## config.mk

```make
export PLATFORM = sky130hd
export DESIGN_NAME = ghost_map_writer
export DESIGN_NICKNAME = d
export VERILOG_FILES = /design/src/rtl/ghost_pkg.sv /design/src/rtl/ghost_tile_classify.sv /design/src/rtl/ghost_map_writer.sv
export SDC_FILE = /design/constraint.sdc
export NUM_CORES = 1
export LEC_CHECK = 0
export CAP_MARGIN = 20
export CORE_ASPECT_RATIO = 2
export CORE_MARGIN = 4
export CORE_UTILIZATION = 47
export DETAILED_ROUTE_END_ITERATION = 6
export GPL_ROUTABILITY_DRIVEN = 0
export HOLD_SLACK_MARGIN = 0.1
export PLACE_DENSITY = 0.77
export REMOVE_ABC_BUFFERS = 1
export SETUP_SLACK_MARGIN = 0.02
export SKIP_CTS_REPAIR_TIMING = 1
export SLEW_MARGIN = 20
export SYNTH_ARGS = -nofsm -noshare
export SYNTH_HDL_FRONTEND = slang
export SYNTH_SLANG_ARGS = --single-unit
```

## constraint.sdc

```tcl
create_clock -name CLOCK_50 -period 1.5 [get_ports CLOCK_50]
set_input_delay 0.15 -clock CLOCK_50 [delete_from_list [all_inputs] [get_ports CLOCK_50]]
set_output_delay 0.15 -clock CLOCK_50 [all_outputs]
set_load 0.005 [all_outputs]
```

## src/rtl/ghost_pkg.sv

```systemverilog
// Shared definitions for the ghost datapath: map tile codes, writer FSM states and ghost start cells.
package ghost_pkg;

    localparam int TILE_BITS = 3;

    typedef logic [TILE_BITS-1:0] tile_t;

    localparam tile_t EMPTY  = 3'd0;
    localparam tile_t WALL   = 3'd1;
    localparam tile_t PILL   = 3'd2;
    localparam tile_t ENERGY = 3'd3;
    localparam tile_t PACMAN = 3'd4;
    localparam tile_t GHOST  = 3'd5;

    typedef enum logic [3:0] {
        IDLE,
        ERASE2,
        ERASE1,
        RD1,
        WAIT1,
        WR1,
        RD2,
        WAIT2,
        WR2,
        DONE,
        SETTLE
    } map_wr_state_t;

    localparam int GHOST1_START_X = 16;
    localparam int GHOST1_START_Y = 13;
    localparam int GHOST2_START_X = 23;
    localparam int GHOST2_START_Y = 13;

endpackage

```

## src/rtl/ghost_tile_classify.sv

```systemverilog
// Decides what a ghost must restore later when it steps onto a tile, and flags pacman/wall hits.
module ghost_tile_classify
    import ghost_pkg::*;
(
    input  tile_t tile,
    output tile_t saved,
    output logic  hit_pacman,
    output logic  hit_wall
);

    // Pacman and other ghosts are never remembered as the background tile.
    always_comb begin
        saved      = tile;
        hit_pacman = 1'b0;
        hit_wall   = 1'b0;
        case (tile)
            PACMAN: begin
                saved      = EMPTY;
                hit_pacman = 1'b1;
            end
            WALL: begin
                saved    = WALL;
                hit_wall = 1'b1;
            end
            GHOST:   saved = EMPTY;
            default: saved = tile;
        endcase
    end

endmodule

```

## src/rtl/ghost_map_writer.sv

```systemverilog
// Commits both ghosts' moves into the board map RAM: erase old cells, save new tiles, draw GHOST.
module ghost_map_writer
    import ghost_pkg::*;
#(
    parameter int X_W    = 6,
    parameter int Y_W    = 5,
    parameter int TILE_W = TILE_BITS
) (
    input  logic              CLOCK_50,
    input  logic              reset,
    input  logic [X_W-1:0]    curr_ghost1_x,
    input  logic [Y_W-1:0]    curr_ghost1_y,
    input  logic [X_W-1:0]    curr_ghost2_x,
    input  logic [Y_W-1:0]    curr_ghost2_y,
    input  logic [X_W-1:0]    next_ghost1_x,
    input  logic [Y_W-1:0]    next_ghost1_y,
    input  logic [X_W-1:0]    next_ghost2_x,
    input  logic [Y_W-1:0]    next_ghost2_y,
    input  logic [TILE_W-1:0] map_rd_data,
    output logic [X_W-1:0]    map_addr_x,
    output logic [Y_W-1:0]    map_addr_y,
    output logic              map_wr_en,
    output logic [TILE_W-1:0] map_wr_data,
    output logic              wrdone,
    output logic [1:0]        collision_type,
    output logic              wall_err,
    output logic              busy
);

    map_wr_state_t state;
    tile_t         saved1, saved2;
    logic          first_flag;
    logic [X_W-1:0] c1x, c2x, n1x, n2x;
    logic [Y_W-1:0] c1y, c2y, n1y, n2y;

    tile_t cls1_saved, cls2_saved;
    logic  cls1_pacman, cls1_wall, cls2_pacman, cls2_wall;
    logic  trigger, same_next;

    assign trigger = first_flag
                   || ({next_ghost1_x, next_ghost1_y} != {curr_ghost1_x, curr_ghost1_y})
                   || ({next_ghost2_x, next_ghost2_y} != {curr_ghost2_x, curr_ghost2_y});
    assign same_next = ({n1x, n1y} == {n2x, n2y});

    ghost_tile_classify u_classify1 (
        .tile       (map_rd_data),
        .saved      (cls1_saved),
        .hit_pacman (cls1_pacman),
        .hit_wall   (cls1_wall)
    );

    ghost_tile_classify u_classify2 (
        .tile       (map_rd_data),
        .saved      (cls2_saved),
        .hit_pacman (cls2_pacman),
        .hit_wall   (cls2_wall)
    );

    // Outputs are loaded on the edge that enters a state, so each bus value is valid for that state's whole cycle.
    always_ff @(posedge CLOCK_50) begin
        if (reset) begin
            state          <= IDLE;
            saved1         <= EMPTY;
            saved2         <= EMPTY;
            first_flag     <= 1'b1;
            c1x <= '0; c1y <= '0; c2x <= '0; c2y <= '0;
            n1x <= '0; n1y <= '0; n2x <= '0; n2y <= '0;
            map_addr_x     <= '0;
            map_addr_y     <= '0;
            map_wr_en      <= 1'b0;
            map_wr_data    <= '0;
            wrdone         <= 1'b0;
            collision_type <= 2'b00;
            wall_err       <= 1'b0;
            busy           <= 1'b0;
        end else begin
            case (state)
                IDLE: begin
                    map_addr_x  <= '0;
                    map_addr_y  <= '0;
                    map_wr_en   <= 1'b0;
                    map_wr_data <= '0;
                    wrdone      <= 1'b0;
                    if (trigger) begin
                        first_flag     <= 1'b0;
                        collision_type <= 2'b00;
                        c1x <= curr_ghost1_x; c1y <= curr_ghost1_y;
                        c2x <= curr_ghost2_x; c2y <= curr_ghost2_y;
                        n1x <= next_ghost1_x; n1y <= next_ghost1_y;
                        n2x <= next_ghost2_x; n2y <= next_ghost2_y;
                        map_addr_x  <= curr_ghost2_x;
                        map_addr_y  <= curr_ghost2_y;
                        map_wr_en   <= 1'b1;
                        map_wr_data <= saved2;
                        busy        <= 1'b1;
                        state       <= ERASE2;
                    end
                end
                ERASE2: begin
                    map_addr_x  <= c1x;
                    map_addr_y  <= c1y;
                    map_wr_data <= saved1;
                    state       <= ERASE1;
                end
                ERASE1: begin
                    map_addr_x  <= n1x;
                    map_addr_y  <= n1y;
                    map_wr_en   <= 1'b0;
                    map_wr_data <= '0;
                    state       <= RD1;
                end
                RD1: state <= WAIT1;
                WAIT1: begin
                    saved1            <= cls1_saved;
                    collision_type[0] <= cls1_pacman;
                    if (cls1_wall) wall_err <= 1'b1;
                    map_wr_en   <= 1'b1;
                    map_wr_data <= GHOST;
                    state       <= WR1;
                end
                WR1: begin
                    map_addr_x  <= n2x;
                    map_addr_y  <= n2y;
                    map_wr_en   <= 1'b0;
                    map_wr_data <= '0;
                    state       <= RD2;
                end
                RD2: state <= WAIT2;
                // A shared target cell already holds ghost1's GHOST, so reuse ghost1's classification.
                WAIT2: begin
                    if (same_next) begin
                        saved2            <= saved1;
                        collision_type[1] <= collision_type[0];
                    end else begin
                        saved2            <= cls2_saved;
                        collision_type[1] <= cls2_pacman;
                        if (cls2_wall) wall_err <= 1'b1;
                    end
                    map_wr_en   <= 1'b1;
                    map_wr_data <= GHOST;
                    state       <= WR2;
                end
                WR2: begin
                    map_addr_x  <= '0;
                    map_addr_y  <= '0;
                    map_wr_en   <= 1'b0;
                    map_wr_data <= '0;
                    wrdone      <= 1'b1;
                    state       <= DONE;
                end
                DONE: begin
                    wrdone <= 1'b0;
                    state  <= SETTLE;
                end
                SETTLE: begin
                    busy  <= 1'b0;
                    state <= IDLE;
                end
                default: state <= IDLE;
            endcase
        end
    end

endmodule

```

After elaboration in Yosys (flattened, before gate mapping)
Index checks and enable logic that the tools add are counted.

storage, ports and cells
  register bits = 64
  latch bits = 0
  memory bits (writable) = 0
  memory bits (read-only) = 0
  input bits = 49
  output and inout port bits = 20
  logic and storage cells = 81
  memories = 0

cells by class
  add/sub/neg operators = 0
  $mul = 0
  divide/modulo/power cells = 0
  magnitude comparators = 0
  eq/ne operators = 18
  shift-type cells = 0
  muxes and demuxes = 24
  bitwise logic cells = 0
  reductions and logical operators = 20

operator list
  cell                                                  number
  case mux 4 bit (10 select lines)                      1
  case mux 6 bit (5 select lines)                       1
  case mux 5 bit (5 select lines)                       1
  != test 11 bit                                        2
  equality test 4 x 3 -> 1 bit (second input constant)  4
  equality test 4 bit (second input constant)           3
  case mux 3 bit (4 select lines)                       1
  equality test 11 bit                                  1
  case mux 1 bit (2 select lines)                       5
  AND reduction 2 bit                                   5
  nonzero test 2 bit                                    5
  equality test 4 x 2 -> 1 bit (second input constant)  2
  2-to-1 mux 1 bit                                      7
  equality test 3 bit (second input constant)           2
  2-to-1 mux 3 bit                                      2
  2-to-1 mux 6 bit                                      1
  case mux 3 bit (2 select lines)                       1
  OR reduction 2 bit                                    3
  2-to-1 mux 5 bit                                      1
  nonzero test 5 bit                                    1
  equality test 4 x 1 -> 1 bit (second input constant)  1
  zero test 4 bit                                       1
  2-to-1 mux 4 bit                                      1
  != test 2 bit (second input constant)                 2
  7 further kinds                                       8

Depth between registers and ports, before layout
  depth in word-level cells = 5
  gate-level depth with buffers = 7
  depth with buffers taken out = 5

Cells and area by module
Synthesis repeated with hierarchy kept, for this count alone.

unflattened totals
  cell total of the unflattened synthesis = 352
  area, all modules = 3,160.5 um^2

by module, submodules not included
  module               instances  cells each  area an instance (um^2)  sequential area each (um^2)
  ghost_map_writer     1          340         3,090.5                  1,281.2
  ghost_tile_classify  2          6           35.0                     0.0

Least setup slack after synthesis
No wires, ideal clock.

  path type = reg-to-reg
  start = register state[0]
  end = register map_addr_x[0]
  setup time = 0.091 ns
  arrival = 1.562 ns
  required time = 1.409 ns
  slack = -0.153 ns
  cell stages (with the launch flop) = 7
  buffers on the path = 2
  period minus slack after synthesis = 1.653 ns
  path through = dfxtp_1 buf_2 mux2_2 o22ai_2 clkbuf_1 nor2_1 a311oi_1

between the ends
  word-level cells in the longest chain between the ends = 2
  elaborated cells between the ends (all ways) = 7
  classes of those cells = eq/ne: 4; mux: 1; reduce/logical: 2

ends and longest elaborated chain
  what                                                                   RTL line                 RTL
  start, declared                                                        ghost_map_writer.sv:30   map_wr_state_t state;
  start signal, assigned                                                 ghost_map_writer.sv:62   state <= IDLE;
  start signal, assigned                                                 ghost_map_writer.sv:96   state <= ERASE2;
  start signal, assigned                                                 ghost_map_writer.sv:103  state <= ERASE1;
  equality test 4 bit, or another cell as far along                      ghost_map_writer.sv:77   case (state)
  case mux 6 bit (5 select lines) or nonzero test 5 bit (tied branches)  --
  end signal, assigned                                                   ghost_map_writer.sv:91   map_addr_x <= curr_ghost2_x;
  end signal, assigned                                                   ghost_map_writer.sv:106  map_addr_x <= n1x;
  end signal, assigned                                                   ghost_map_writer.sv:122  map_addr_x <= n2x;
  end, declared                                                          ghost_map_writer.sv:20   output logic [X_W-1:0] map_addr_x,

Several ways; a longest one is shown, not always the timed one.
A chain may end at the register's enable or synchronous reset.

Worst setup path in the final report
  start = register state[1]
  end = register wall_err

between the ends
  word-level cells in the longest chain between the ends = 3
  elaborated cells between the ends (all ways) = 6
  classes of those cells = eq/ne: 3; mux: 1; reduce/logical: 2

ends and longest elaborated chain
  what                                                           RTL line                 RTL
  equality test 4 x 3 -> 1 bit                                   ghost_map_writer.sv:77
  != test 2 bit (no line) or nonzero test 2 bit (tied branches)  --
  AND reduction 2 bit (no line)                                  --
  end signal, assigned                                           ghost_map_writer.sv:74   wall_err <= 1'b0;
  end signal, assigned                                           ghost_map_writer.sv:116  if (cls1_wall) wall_err <= 1'b1;
  end signal, assigned                                           ghost_map_writer.sv:137  if (cls2_wall) wall_err <= 1'b1;
  end, declared                                                  ghost_map_writer.sv:26   output logic wall_err,

Several ways; a longest one is shown, not always the timed one.

==> results by group <==
Status
  • Result of the run: complete, but fails checks
  • Violated checks: negative setup slack

GRT
  • Global-route wire length before repair: 16.1 mm
  • Antenna violations before repair: 0
  • Global routing usage summed across all routing layers: 22.8%
  • Vias in the first global route: between 3000 and 4000
  • Met1 global-route usage: 22.8%
  • GR Util met3: 5.17%
  • Pin count of the biggest net entering global routing: 66
  • GR Layer Usage met2: 43.9%
  • Busiest layer in global routing: met2
  • Total overflow reported by the global router: 0

Final layout
  • Leading cell type in the layout, fill and taps excluded: sky130_fd_sc_hd__nand2b_1
  • Number of nets in the layout: 545
  • Commonest non-fill, non-tap cells in the layout: sky130_fd_sc_hd__nand2b_1 (68), sky130_fd_sc_hd__dfxtp_1 (58), sky130_fd_sc_hd__buf_4 (57)
  • Layout overhead on the synthesized area: 55.4%
  • Final cell count without fillers: 593
  • Diode count: 0
  • Proportion of layout cells with a drive suffix above 1: 25.9%
  • Finished layout cell area: 5450 um^2
  • Fraction of the core area covered by cells at the end of the flow: 74.9%

Worst hold path
  • Worst min path class: primary input to flip-flop

Timing
  • Layout Skew: 0.00642 ns
  • Minimum setup slack in the final design: -0.145 ns
  • Transition time at the pin with the least slew margin: approximately 0.4 ns
  • Achievable clock frequency: 608 MHz
  • Number of endpoints with negative hold slack in the final report: 0
  • Setup Viol. Count Final: 55
  • Period utilization: 110%
  • Relative max-transition margin: 73.0%
  • Number of pins exceeding their max-slew limit in the final report: 0
  • Unrepaired setup endpoints after global routing: yes
  • Clock period minus worst slack: around 1.6 ns

Critical path
  • Largest delay share family, worst path: simple AND/OR/NAND/NOR gates
  • Worst stage delay on the critical path: 0.32 ns
  • CP Data Required Time: about 1.8 ns
  • Type of destination of the critical path: flip-flop
  • FF-to-FF setup slack: -0.15 ns
  • Largest fanout on the critical path: 5
  • CP Data Arrival Time: 1.92 ns
  • Setup CP Type: flip-flop to flip-flop
  • Critical path's slowest cell: sky130_fd_sc_hd__dfxtp_2
  • Worst Setup Start Kind: flip-flop
  • Cells traversed along the worst timing path: buf_6 > xor2_2 > nand3b_1 > buf_4 > nor4b_4 > o21ai_1 > a21oi_1
  • Number of buffers and inverters on the critical path: 2

Die
  • Row count: 44
  • Top-Level Pins: 69
  • Initial core utilization: 48.2%
  • Die outline area: 8990 um^2
  • Chip Width: 69.1 um
  • Die Ht: 130 um
  • Core Region: 7270 um^2

Power and ir drop
  • Max VDD drop: 0.000606 V
  • Final Power: 5.86 mW
  • Power per standard cell area: between 1000 and 1500 nW/um^2
  • Static Leakage: 2.51 nW

Clocking
  • CTS max path bufs: 2
  • Total clock sinks: 64
  • Clock transition at the registers of the reported paths: about 0.060 ns
  • H-tree lvl count: 3
  • Number of buffers created by CTS: 9
  • Root Buffer: sky130_fd_sc_hd__clkbuf_16
  • Clock tree from TritonCTS: done
  • Insertion delay of the later-clocked pin in the worst-skew pair: 0.34 ns

Yosys
  • Post-Syn Area: ~3500 um^2
  • Syn_area_per_cell: 9.45 um^2
  • Count of flip-flops with a built-in enable after synthesis: 0
  • Asr flop ratio synth: 0%
  • Sequential-to-total area share from yosys stat: ~37%
  • Total number of yosys warnings: 0
  • Number of instances in the synthesized netlist: around 370
  • Synth unique cells: 45
  • Prevailing post-synth register cell: sky130_fd_sc_hd__dfxtp_1
  • Register bit total from synthesis: 64

Placement
  • HPWL after DPL: 7.24 mm
  • Area post-placement: 4640 um^2
  • Worst-case setup slack after placement: -0.587 ns
  • Port Buffer Count: 68
  • Post-Place Cells: 564

Drt
  • Number of routed nets with antenna violations: 0
  • Via density: 5.61
  • First-pass DRT Iterations: 4
  • DR DRC count: 0
  • Vias post-DR: ~3300
  • Drt initial violations: between 300 and 400
  • Routed length per instance: 19.3 um
  • Detailed-route wire length: around 11 mm

Run
  • Max-cap check violation count: 0
path summary, 6_finish.rpt:
path	startpoint	endpoint	cells past startpoint
setup / recovery	state[1]	wall_err	7
hold / removal	curr_ghost1_y[4]	c1y[4]	3
setup reg to reg	state[1]	wall_err	7
hold reg to reg	wall_err	wall_err	2
layout make-up:
cell class | count | area (um^2)
inverters | 4 | 15.0
clock buffers | 10 | 239
fillers | 485 | 1820
well taps | 92 | 115
repair buffers | 144 | 1490
multi-input cells | 273 | 2210
clock inverters | 6 | 82.6
flip-flops and latches | 64 | 1290
cells in the mapped netlist (2+ instances only):
library cell | n | area share [%]
sky130_fd_sc_hd__inv_1 | 4 | 0.43
sky130_fd_sc_hd__a211oi_1 | 4 | 0.86
sky130_fd_sc_hd__o211ai_1 | 13 | 2.8
sky130_fd_sc_hd__nand3_1 | 2 | 0.29
sky130_fd_sc_hd__nor2_1 | 26 | 2.8
sky130_fd_sc_hd__nor4b_1 | 3 | 0.75
sky130_fd_sc_hd__nor4_1 | 5 | 0.89
sky130_fd_sc_hd__mux2i_1 | 41 | 12
sky130_fd_sc_hd__nand2b_1 | 69 | 12
sky130_fd_sc_hd__o21a_1 | 2 | 0.43
sky130_fd_sc_hd__o21ai_0 | 6 | 0.86
sky130_fd_sc_hd__dfxtp_1 | 64 | 37
sky130_fd_sc_hd__buf_12 | 2 | 1.1
sky130_fd_sc_hd__a21oi_1 | 5 | 0.71
sky130_fd_sc_hd__xor2_1 | 35 | 8.7
sky130_fd_sc_hd__nor4_2 | 2 | 0.71
sky130_fd_sc_hd__a311oi_1 | 14 | 3.5
sky130_fd_sc_hd__nor3_1 | 5 | 0.71
sky130_fd_sc_hd__nand2_1 | 5 | 0.54
sky130_fd_sc_hd__a222oi_1 | 11 | 3.1
sky130_fd_sc_hd__buf_2 | 9 | 1.3
sky130_fd_sc_hd__and2_1 | 5 | 0.89
sky130_fd_sc_hd__clkbuf_1 | 17 | 1.8
cells by family after synthesis:
| family | share of synthesized area (%) |
|---|---|
| simple gates | 23.0 |
| flops | 36.6 |
| compound gates | 14.0 |
| mux | 12.0 |
| xor+xnor | 9.00 |
| buf+inv | 5.43 |
power by group:
| part | switching, mW | internal, mW |
|---|---|---|
| Clock | 0.801 | 1.49 |
| Combinational | 0.713 | 0.844 |
| Sequential | 0.127 | 1.88 |
| Total | 1.64 | 4.21 |
flip-flops by register name, indices dropped and copies added, names as in the netlist, 2 cells and up:
register,count
collision_type,2
saved1,3
c1x,6
n1x,6
c1y,5
map_addr_x,6
n1y,5
map_wr_data,3
n2y,5
state,4
n2x,6
map_addr_y,5
saved2,3
through the flow:
stage | hold slack (ns) | TNS, ns
floorplan | 0.219 | -44.82
global placement | 0.439 | -26.76
detailed placement | 0.443 | -27.92
CTS | 0.191 | -11.17
global route | 0.152 | -7.66
finish | 0.140 | -4.50
layer usage:
layer / wire (um) / part of all wire [%]
met5: 0 / 0
met4: 567 / 5.0
met3: 501 / 4.4
met2: 6370 / 56
met1: 4010 / 35
worst min-delay path: cells and delay by family:
family        cells  cell delay [ns]
simple gates      1             0.08
mux               1             0.06
buf+inv           1             0.14
Power figures use the tool's default switching activity.
